## config.mk

```make
export PLATFORM = sky130hd
export DESIGN_NAME = instr_decode_queue
export DESIGN_NICKNAME = d
export VERILOG_FILES = /design/src/rtl/instr_pkg.sv /design/src/rtl/instr_fifo.sv /design/src/rtl/instr_decode_queue.sv
export SDC_FILE = /design/constraint.sdc
export NUM_CORES = 1
export LEC_CHECK = 0
export ABC_AREA = 1
export ABC_CLOCK_PERIOD_IN_PS = 1740
export CORE_MARGIN = 2
export CORE_UTILIZATION = 25
export CTS_CLUSTER_DIAMETER = 200
export DETAILED_ROUTE_END_ITERATION = 6
export PLACE_DENSITY_LB_ADDON = 0.15
export SYNTH_ARGS = -nofsm -noshare
export SYNTH_HDL_FRONTEND = slang
export SYNTH_SLANG_ARGS = --single-unit
```

## constraint.sdc

```tcl
create_clock -name clk -period 1.74 [get_ports clk]
set_input_delay 0.348 -clock clk [delete_from_list [all_inputs] [get_ports clk]]
set_output_delay 0.348 -clock clk [all_outputs]
set_load 0.005 [all_outputs]
```

## src/rtl/instr_pkg.sv

```systemverilog
// Shared encoding constants, opcode enum and decoded-field struct for the instruction decode queue.
// The optional DECODE_ILLEGAL_CHECK_EN feature compares opcodes against NUM_OPCODES.
package instr_pkg;

    localparam int INSTR_W     = 21;
    localparam int NUM_OPCODES = 12;

    localparam int OPC_HI = 20;
    localparam int OPC_LO = 16;
    localparam int RD_HI  = 15;
    localparam int RD_LO  = 12;
    localparam int RN_HI  = 11;
    localparam int RN_LO  = 8;
    localparam int IMM_HI = 7;
    localparam int IMM_LO = 0;

    typedef enum logic [4:0] {
        ADD = 5'd0,
        SUB = 5'd1,
        AND = 5'd2,
        OR  = 5'd3,
        XOR = 5'd4,
        SLL = 5'd5,
        SRL = 5'd6,
        SRA = 5'd7,
        MOV = 5'd8,
        LDI = 5'd9,
        LD  = 5'd10,
        ST  = 5'd11
    } opcode_e;

    typedef struct packed {
        logic [4:0] opcode;
        logic [3:0] rd;
        logic [3:0] rn;
        logic [7:0] imm;
    } instr_fields_t;

    // Pure bit slicing: the immediate is passed through untouched.
    function automatic instr_fields_t slice_fields(input logic [INSTR_W-1:0] word);
        instr_fields_t f;
        f.opcode = word[OPC_HI:OPC_LO];
        f.rd     = word[RD_HI:RD_LO];
        f.rn     = word[RN_HI:RN_LO];
        f.imm    = word[IMM_HI:IMM_LO];
        return f;
    endfunction

endpackage

```

## src/rtl/instr_fifo.sv

```systemverilog
// First-word-fall-through FIFO: register storage, wrapping pointers, occupancy count.
// DEPTH must be a power of two so the pointers wrap by natural overflow.
module instr_fifo #(
    parameter int DEPTH = 4,
    parameter int WIDTH = 21
) (
    input  logic                     clk,
    input  logic                     rst_n,
    input  logic                     push_valid,
    input  logic [WIDTH-1:0]         push_data,
    output logic                     push_ready,
    output logic                     pop_valid,
    input  logic                     pop_ready,
    output logic [WIDTH-1:0]         head_data,
    output logic [$clog2(DEPTH):0]   count
);

    localparam int AW = $clog2(DEPTH);
    localparam logic [AW:0] FULL_COUNT = DEPTH[AW:0];

    logic [WIDTH-1:0] mem_reg [DEPTH];
    logic [AW-1:0]    wr_ptr_reg;
    logic [AW-1:0]    rd_ptr_reg;
    logic [AW:0]      count_reg;
    logic [AW:0]      count_next;
    logic             full;
    logic             empty;
    logic             push;
    logic             pop;

    assign full       = (count_reg == FULL_COUNT);
    assign empty      = (count_reg == '0);
    assign push_ready = !full;
    assign pop_valid  = !empty;
    assign push       = push_valid && !full;
    assign pop        = pop_ready && !empty;
    assign head_data  = mem_reg[rd_ptr_reg];
    assign count      = count_reg;

    always_comb begin
        count_next = count_reg;
        unique case ({push, pop})
            2'b10:   count_next = count_reg + 1'b1;
            2'b01:   count_next = count_reg - 1'b1;
            default: count_next = count_reg;
        endcase
    end

    always_ff @(posedge clk or negedge rst_n) begin
        if (!rst_n) begin
            wr_ptr_reg <= '0;
            rd_ptr_reg <= '0;
            count_reg  <= '0;
        end else begin
            if (push) begin
                wr_ptr_reg <= wr_ptr_reg + 1'b1;
            end
            if (pop) begin
                rd_ptr_reg <= rd_ptr_reg + 1'b1;
            end
            count_reg <= count_next;
        end
    end

    // Storage is cleared on reset so the head fields read zero while empty.
    generate
        for (genvar gi = 0; gi < DEPTH; gi++) begin : g_slot
            localparam logic [AW-1:0] SLOT = AW'(gi);
            always_ff @(posedge clk or negedge rst_n) begin
                if (!rst_n) begin
                    mem_reg[gi] <= '0;
                end else if (push && (wr_ptr_reg == SLOT)) begin
                    mem_reg[gi] <= push_data;
                end
            end
        end
    endgenerate

endmodule

```

## src/rtl/instr_decode_queue.sv

```systemverilog
// Instruction queue between encoder and register-read stage; splits the head word into fields.
// Define DECODE_ILLEGAL_CHECK_EN to flag head opcodes >= NUM_OPCODES on out_illegal.
module instr_decode_queue
    import instr_pkg::*;
#(
    parameter int DEPTH = 4
) (
    input  logic                     clk,
    input  logic                     rst_n,
    input  logic                     in_valid,
    input  logic [INSTR_W-1:0]       in_instr,
    output logic                     in_ready,
    output logic                     out_valid,
    input  logic                     out_ready,
    output logic [4:0]               out_opcode,
    output logic [3:0]               out_rd,
    output logic [3:0]               out_rn,
    output logic [7:0]               out_imm,
    output logic                     out_illegal,
    output logic [$clog2(DEPTH):0]   count
);

    logic [INSTR_W-1:0] head_word;
    instr_fields_t      head_fields;

    instr_fifo #(
        .DEPTH (DEPTH),
        .WIDTH (INSTR_W)
    ) u_fifo (
        .clk        (clk),
        .rst_n      (rst_n),
        .push_valid (in_valid),
        .push_data  (in_instr),
        .push_ready (in_ready),
        .pop_valid  (out_valid),
        .pop_ready  (out_ready),
        .head_data  (head_word),
        .count      (count)
    );

    assign head_fields = slice_fields(head_word);
    assign out_opcode  = head_fields.opcode;
    assign out_rd      = head_fields.rd;
    assign out_rn      = head_fields.rn;
    assign out_imm     = head_fields.imm;

    // Illegal entries are still delivered; downstream decides whether to trap.
`ifdef DECODE_ILLEGAL_CHECK_EN
    assign out_illegal = out_valid && (head_fields.opcode >= 5'(NUM_OPCODES));
`else
    assign out_illegal = 1'b0;
`endif

endmodule

```

==> out/results.ini, run 1 <==
[sta]
hold_viol_final = 0
rsz0062_at_grt = true
min_period_over_period = 1.12
skew_ns = 0.00605
period_minus_slack_ns = 1.95
holdWs_ns = 0.469
report.final.slew_viol_count = 0
max_freq_mhz = 513
setup_viol = 21
final.setup.worst_slack_ns = -0.210

[placed_design]
gp_congestion = 0.773
dp_hpwl_mm = 9.20
pre_cts_ws_ns = -0.240
portBuffers = 50

[hold_path]
hold_path_end = u_fifo.mem_reg[57]
hold_class = flop to flop
hold_path_startpoint = u_fifo.mem_reg[57]
hold_path_depth = 2

[power_and_ir_drop]
peakVddDrop_mv = 0.809
power_mw = 12.7
power.density_mw_per_mm2 = 1990
p_leak_nw = 3.05

[logic_synthesis]
syn_area_mm2 = 0.00469
synth_cell_types = 22
yosys_warnings = 0
synth_cells = 570
synth_fp_nets = 601
ys_seq_elements = 91
ys_seq_area_frac = 0.486
syn_area_per_cell_um2 = 8.22

[final_layout]
final_cell_mix = 163 x nand2_1, 89 x dfrtp_1, 85 x nand4_1, 46 x nor2_1, 37 x o21ai_1
seqCellArea_mm2 = 0.00228
antenna_cells = 0
syn2layout_area_growth_pct = 35.7
n_fill_cell = 1871
multiInputGateArea_mm2 = 0.00226
final_util = 0.342
largest_register_ffs = 84
final_common_cell = nand2_1
fin_nets = 675
drive_gt1_frac = 0.274

[clocking]
clk_pin_slew_ns = 0.06
clk_latency_ns = 0.36
cts_buffers = 9
clockBufferDepth = 2
ctsRootBufferMaster = clkbuf_16
clock-sinks = 91
h-tree-depth = 3
cts_tree = built

[setup_path]
r2r_end = u_fifo.count[2]
critPathRequiredTime_ns = 1.39
crit_path_end_kind = output pin
r2r_slack_ns = 0.04
cp_max_fo = 9
path_class = flop to output pin
crit_slowest_cell = dfrtp_2
start_kind = flop
worstPathArrival_ns = 1.60
r2r_start = u_fifo.count[0]
cp_cell_sequence = clkinv_4, buf_12, buf_16, o21ai_2, o21ai_1, buf_2
crit_path_max_incr_delay_ns = 0.46
rr_worst_depth = 12

[floorplan]
dieArea_mm2 = 0.0199
io_pins = 52
core_mm2 = 0.0186
start_util = 0.252
die_x_um = 141
die_height_um = 141
rows = 50

[drt]
vias_per_cell = 4.87
drc = 0
first_iter_violations = 404
routed_wl_mm = 15.6
first_pass_iters = 4
drtAntennaViolNets = 0
wl_per_cell_um = 17.7
vias = 4304

[global_route]
grt_max_degree = 64
grt_overflow = 0
gr-usage-all-layers = 0.163
grt_pass1_wl_mm = 24.9
grt_pass1_vias = 4445
antenna_found_initial = 0

[outcome]
violations = negative setup slack
status = complete, but fails checks

[flow_run]
maxCapViolCount = 0

==> power by group <==
| part | total (mW) | leakage [nW] | internal, mW | switching, mW |
|---|---|---|---|---|
| sequential | 3.82 | 1.14 | 3.10 | 0.713 |
| combinational | 6.79 | 1.76 | 3.11 | 3.68 |
| clock | 2.08 | 0.155 | 1.23 | 0.851 |
==> cell type report <==
cell class / instances / area share
Sequential cell: 91 / 0.358
Multi-Input combinational cell: 420 / 0.355
Timing Repair Buffer: 111 / 0.184
Tap cell: 234 / 0.0460
Clock buffer: 12 / 0.0419
Inverter: 11 / 0.00767
Clock inverter: 4 / 0.00747
==> worst max-delay path by stage <==
stage / from / slack (ns) / end / depth (start not counted)
after floorplan: u_fifo.count[0] / 0.01 / u_fifo.count[1] / 8
after global placement: u_fifo.rd_ptr_reg[0] / -0.20 / out_opcode[3] / 5
after global routing: u_fifo.rd_ptr_reg[0] / -0.29 / out_rn[3] / 6
after CTS: u_fifo.rd_ptr_reg[0] / -0.21 / out_opcode[3] / 6
final: u_fifo.rd_ptr_reg[0] / -0.21 / out_imm[0] / 6
after detailed placement: out_ready / -0.24 / u_fifo.count[2] / 10
==> per-layer routing <==
layer	GRT usage	share of wire	up-vias
li1	-	-	2086
met1	0.214	0.46	2113
met2	0.265	0.48	77
met3	0.0275	0.034	28
met4	0.0721	0.024	0
met5	0	0	-
==> critical path: cells and delay by family, from the launching register on <==
kind                   cells  cell delay (ns)
buffers and inverters      4             0.59
AOI/OAI and AO/OA          2             0.19
DFF                        1             0.46
==> synthesized netlist by cell type <==
cell type | count | area share
nor2_1 | 63 | 0.050
inv_2 | 1 | 0.00080
fa_1 | 1 | 0.0043
nand2_2 | 21 | 0.028
nand3_1 | 5 | 0.0053
o21ai_0 | 44 | 0.047
nor2_2 | 1 | 0.0013
clkbuf_1 | 17 | 0.014
clkinv_2 | 1 | 0.0011
o21ai_1 | 20 | 0.021
buf_6 | 9 | 0.022
buf_1 | 1 | 0.00080
dfrtp_1 | 91 | 0.49
nand2_1 | 167 | 0.13
nand3_4 | 4 | 0.015
ha_1 | 5 | 0.013
nand4_1 | 85 | 0.11
xnor2_1 | 1 | 0.0019
buf_2 | 7 | 0.0075
inv_1 | 9 | 0.0072
conb_1 | 1 | 0.00080
buf_4 | 16 | 0.026
==> stage by stage <==
step                      TNS (ns)  instance area (um2)  cells
after floorplan                  0                 4700    570
after global placement       -4.45                 5590    840
after detailed placement     -4.32                 5590    840
after CTS                    -3.48                 6290    881
after global routing         -4.80                 6360    883
final                        -2.77                 6360    883
==> cells by family after synthesis <==
group,after synthesis,synth area share
compound gates,64,0.0683
xor+xnor,1,0.00187
fa+ha+maj,6,0.0176
buf+inv,61,0.0782
flops,91,0.486
other cells,1,0.000800
simple gates,346,0.347
==> repair_timing <==
action                                 4_1_cts  5_1_grt
setup endpoints to repair                   47       53
hold buffers                                 1        0
buffers inserted                            17        2
endpoints found under the hold margin       31        0
cloned                                       7        1
gates resized for setup                    171       29
pin swaps                                   18       11
No activity file was read; power rests on OpenSTA's default activity.
==> run 2: changes to the inputs <==
==> constraint.sdc (replaced) <==
create_clock -name clk -period 1.74 [get_ports clk]
set_input_delay 0.348 -clock clk [delete_from_list [all_inputs] [get_ports clk]]
set_output_delay 0.348 -clock clk [all_outputs]
set_load 0.05 [all_outputs]
==> run 2 against run 1 <==
Against the previous run:
- sequential share of layout area rose by 0.58 points
- flip-flop and latch count did not move
- non-clock buffer count fell by 20
- combinational power rose by 31%
- core utilization fell by 0.51 points
- largest cell class is now multi-input gates
- total power rose by 15%
- worst setup slack improved by 0.041 ns
- design area fell by 1.5%
- critical path depth fell by 1
- first-iteration DRC count rose by 0.99%
- the flow still finishes with violations (negative setup slack)
- wire length fell by 1.7%
- clock skew rose by 0.0043 ns
==> out/results.ini, run 2 (synthesized netlist as in run 1, its figures left out) <==
[final_layout]
final_util = 0.337  ; -0.00512
antenna_cells = 0  ; unchanged
largest_register_ffs = 84  ; unchanged
drive_gt1_frac = 0.292  ; +0.0181
fin_nets = 653  ; -3.3%
final_common_cell = nand2_1
finish.instance_area_mm2 = 0.00627  ; -1.5%
instances_no_fill = 860  ; -2.6%
final_cell_mix = 162 x nand2_1, 87 x dfrtp_1, 85 x nand4_1, 49 x nor2_1, 43 x o21ai_2
syn2layout_area_growth_pct = 33.7

[sta]
finalSetupTns_ns = -3.00  ; -0.224 ns
min_period_over_period = 1.10  ; -0.0233
final.setup.worst_slack_ns = -0.170  ; +0.0406 ns
hold_viol_final = 0  ; unchanged
rsz0062_at_grt = true
skew_ns = 0.0104  ; +0.00431 ns
setup_viol = 21  ; unchanged
holdWs_ns = 0.470  ; +0.00105 ns
max_freq_mhz = 524  ; +2.1%
report.final.slew_viol_count = 0  ; unchanged
period_minus_slack_ns = 1.91  ; -0.0406 ns

[global_route]
gr-usage-all-layers = 0.160  ; -0.00271
grt_pass1_vias = 4348  ; -2.2%
grt_pass1_wl_mm = 24.5  ; -1.6%
grt_max_degree = 46  ; -28%
grt_overflow = 0  ; unchanged
antenna_found_initial = 0  ; unchanged

[drt]
drtAntennaViolNets = 0  ; unchanged
first_pass_iters = 4  ; unchanged
vias = 4232  ; -1.7%
vias_per_cell = 4.92  ; +0.96%
wl_per_cell_um = 17.8  ; +0.88%
drc = 0  ; unchanged
first_iter_violations = 408  ; +0.99%
routed_wl_mm = 15.3  ; -1.7%

[setup_path]
worstPathArrival_ns = 1.56  ; -0.04 ns
cp_max_fo = 14  ; +5
endpoint = out_imm[0]
r2r_slack_ns = 0.01  ; -0.03 ns
setup.worst_path.start = u_fifo.rd_ptr_reg[0]
r2r_end = u_fifo.count[2]
path_class = flop to output pin
start_kind = flop
rr_worst_depth = 10  ; -2
critPathRequiredTime_ns = 1.39  ; about the same
r2r_start = u_fifo.count[0]
crit_path_end_kind = output pin

[clocking]
h-tree-depth = 3  ; unchanged
cts_tree = built
clockBufferDepth = 2  ; unchanged
cts_buffers = 9  ; unchanged
clk_pin_slew_ns = 0.07  ; about the same
ctsRootBufferMaster = clkbuf_16
clock-sinks = 91  ; unchanged
clk_latency_ns = 0.35  ; about the same

[placed_design]
portBuffers = 50  ; unchanged
pre_cts_ws_ns = -0.217  ; +0.0233 ns
gp_congestion = 0.752  ; -2.7%
dp_hpwl_mm = 8.64  ; -6.2%
place_inst = 829  ; -1.3%
place_area_mm2 = 0.00550  ; -1.6%

[floorplan]
io_pins = 52  ; unchanged
dieArea_mm2 = 0.0199  ; unchanged
core_mm2 = 0.0186  ; unchanged
die_height_um = 141  ; unchanged
die_x_um = 141  ; unchanged
start_util = 0.252  ; unchanged
rows = 50  ; unchanged

[power_and_ir_drop]
swShare = 0.485  ; +0.0720
p_seq_frac = 0.261  ; -0.040
clock_power_share = 0.128  ; -0.036
p_int_mw = 7.48  ; +0.56%
pwr-share-comb = 0.611  ; +0.076
power.density_mw_per_mm2 = 2320  ; +16%
power_mw = 14.5  ; +15%
netSwitchingPower_mw = 7.06  ; +35%
peakVddDrop_mv = 0.980  ; +21%
p_leak_nw = 2.98  ; -2.5%

[outcome]
violations = negative setup slack
status = complete, but fails checks

[flow_run]
maxCapViolCount = 0  ; unchanged

[hold_path]
hold_class = input pin to flop

==> run 2: cell types whose count changed in the layout (fill, tap and decap cells not counted), moves of 3 or more <==
cell / change
nor2_1: +3
o21ai_0: -7
buf_2: -21
buf_4: -3
o21ai_1: -17
bufbuf_16: +3
buf_16: -4
buf_6: +16
o21ai_2: +25
buf_12: -5
==> run 2: worst max-delay path, cell delays in order, from the launching register on <==
cell and delay (ns):
dfrtp_2 0.47, clkinv_4 0.13, buf_12 0.19, o21ai_1 0.09, o21ai_2 0.16, buf_6 0.18
==> run 2: power groups by stage <==
stage / Combinational [mW] / Clock [mW] / Sequential [mW]
finish: 8.89 / 1.86 / 3.80
detailed placement: 7.58 / 0 / 3.70
global placement: 7.51 / 0 / 3.67
global route: 9.59 / 2.01 / 3.92
CTS: 8.67 / 1.90 / 3.72
floorplan: 5.27 / 0 / 3.69
==> run 2: area by class of cell <==
type	instances	area, um2
Tap cell	234	293
Inverter	11	48.8
Timing Repair Buffer	91	1050
Sequential cell	91	2280
Clock buffer	13	260
Multi-Input combinational cell	418	2320
Clock inverter	2	12.5
Fill cell	1906	12300
==> run 2: what timing repair did <==
item / in CTS / in global routing
endpoints found under the setup margin: 85 / 23
pin swaps: 2 / 8
resized for setup: 76 / 50
setup buffers: 6 / 7
endpoints found under the hold margin: 26 / 0
hold buffers: 1 / 0
gates cloned: 4 / 0
==> run 2: how the worst min path moves through the flow <==
stage | from | to | slack (ns) | cells past startpoint
after CTS | in_valid | u_fifo.wr_ptr_reg[0] | 0.40 | 4
after detailed placement | rst_n | u_fifo.mem_reg[75] | 0.32 | 1
after global routing | u_fifo.mem_reg[54] | u_fifo.mem_reg[54] | 0.50 | 2
after floorplan | rst_n | u_fifo.count[0] | 0.05 | 0
final | in_valid | u_fifo.wr_ptr_reg[0] | 0.47 | 5
after global placement | rst_n | u_fifo.mem_reg[75] | 0.31 | 1
==> run 2: routing by layer <==
metal / vias up / track usage / share of wire
met4: 0 / 0.0589 / 0.019
met3: 17 / 0.0221 / 0.035
met1: 2095 / 0.210 / 0.45
li1: 2033 / - / -
met5: - / 0 / 0
met2: 87 / 0.271 / 0.50
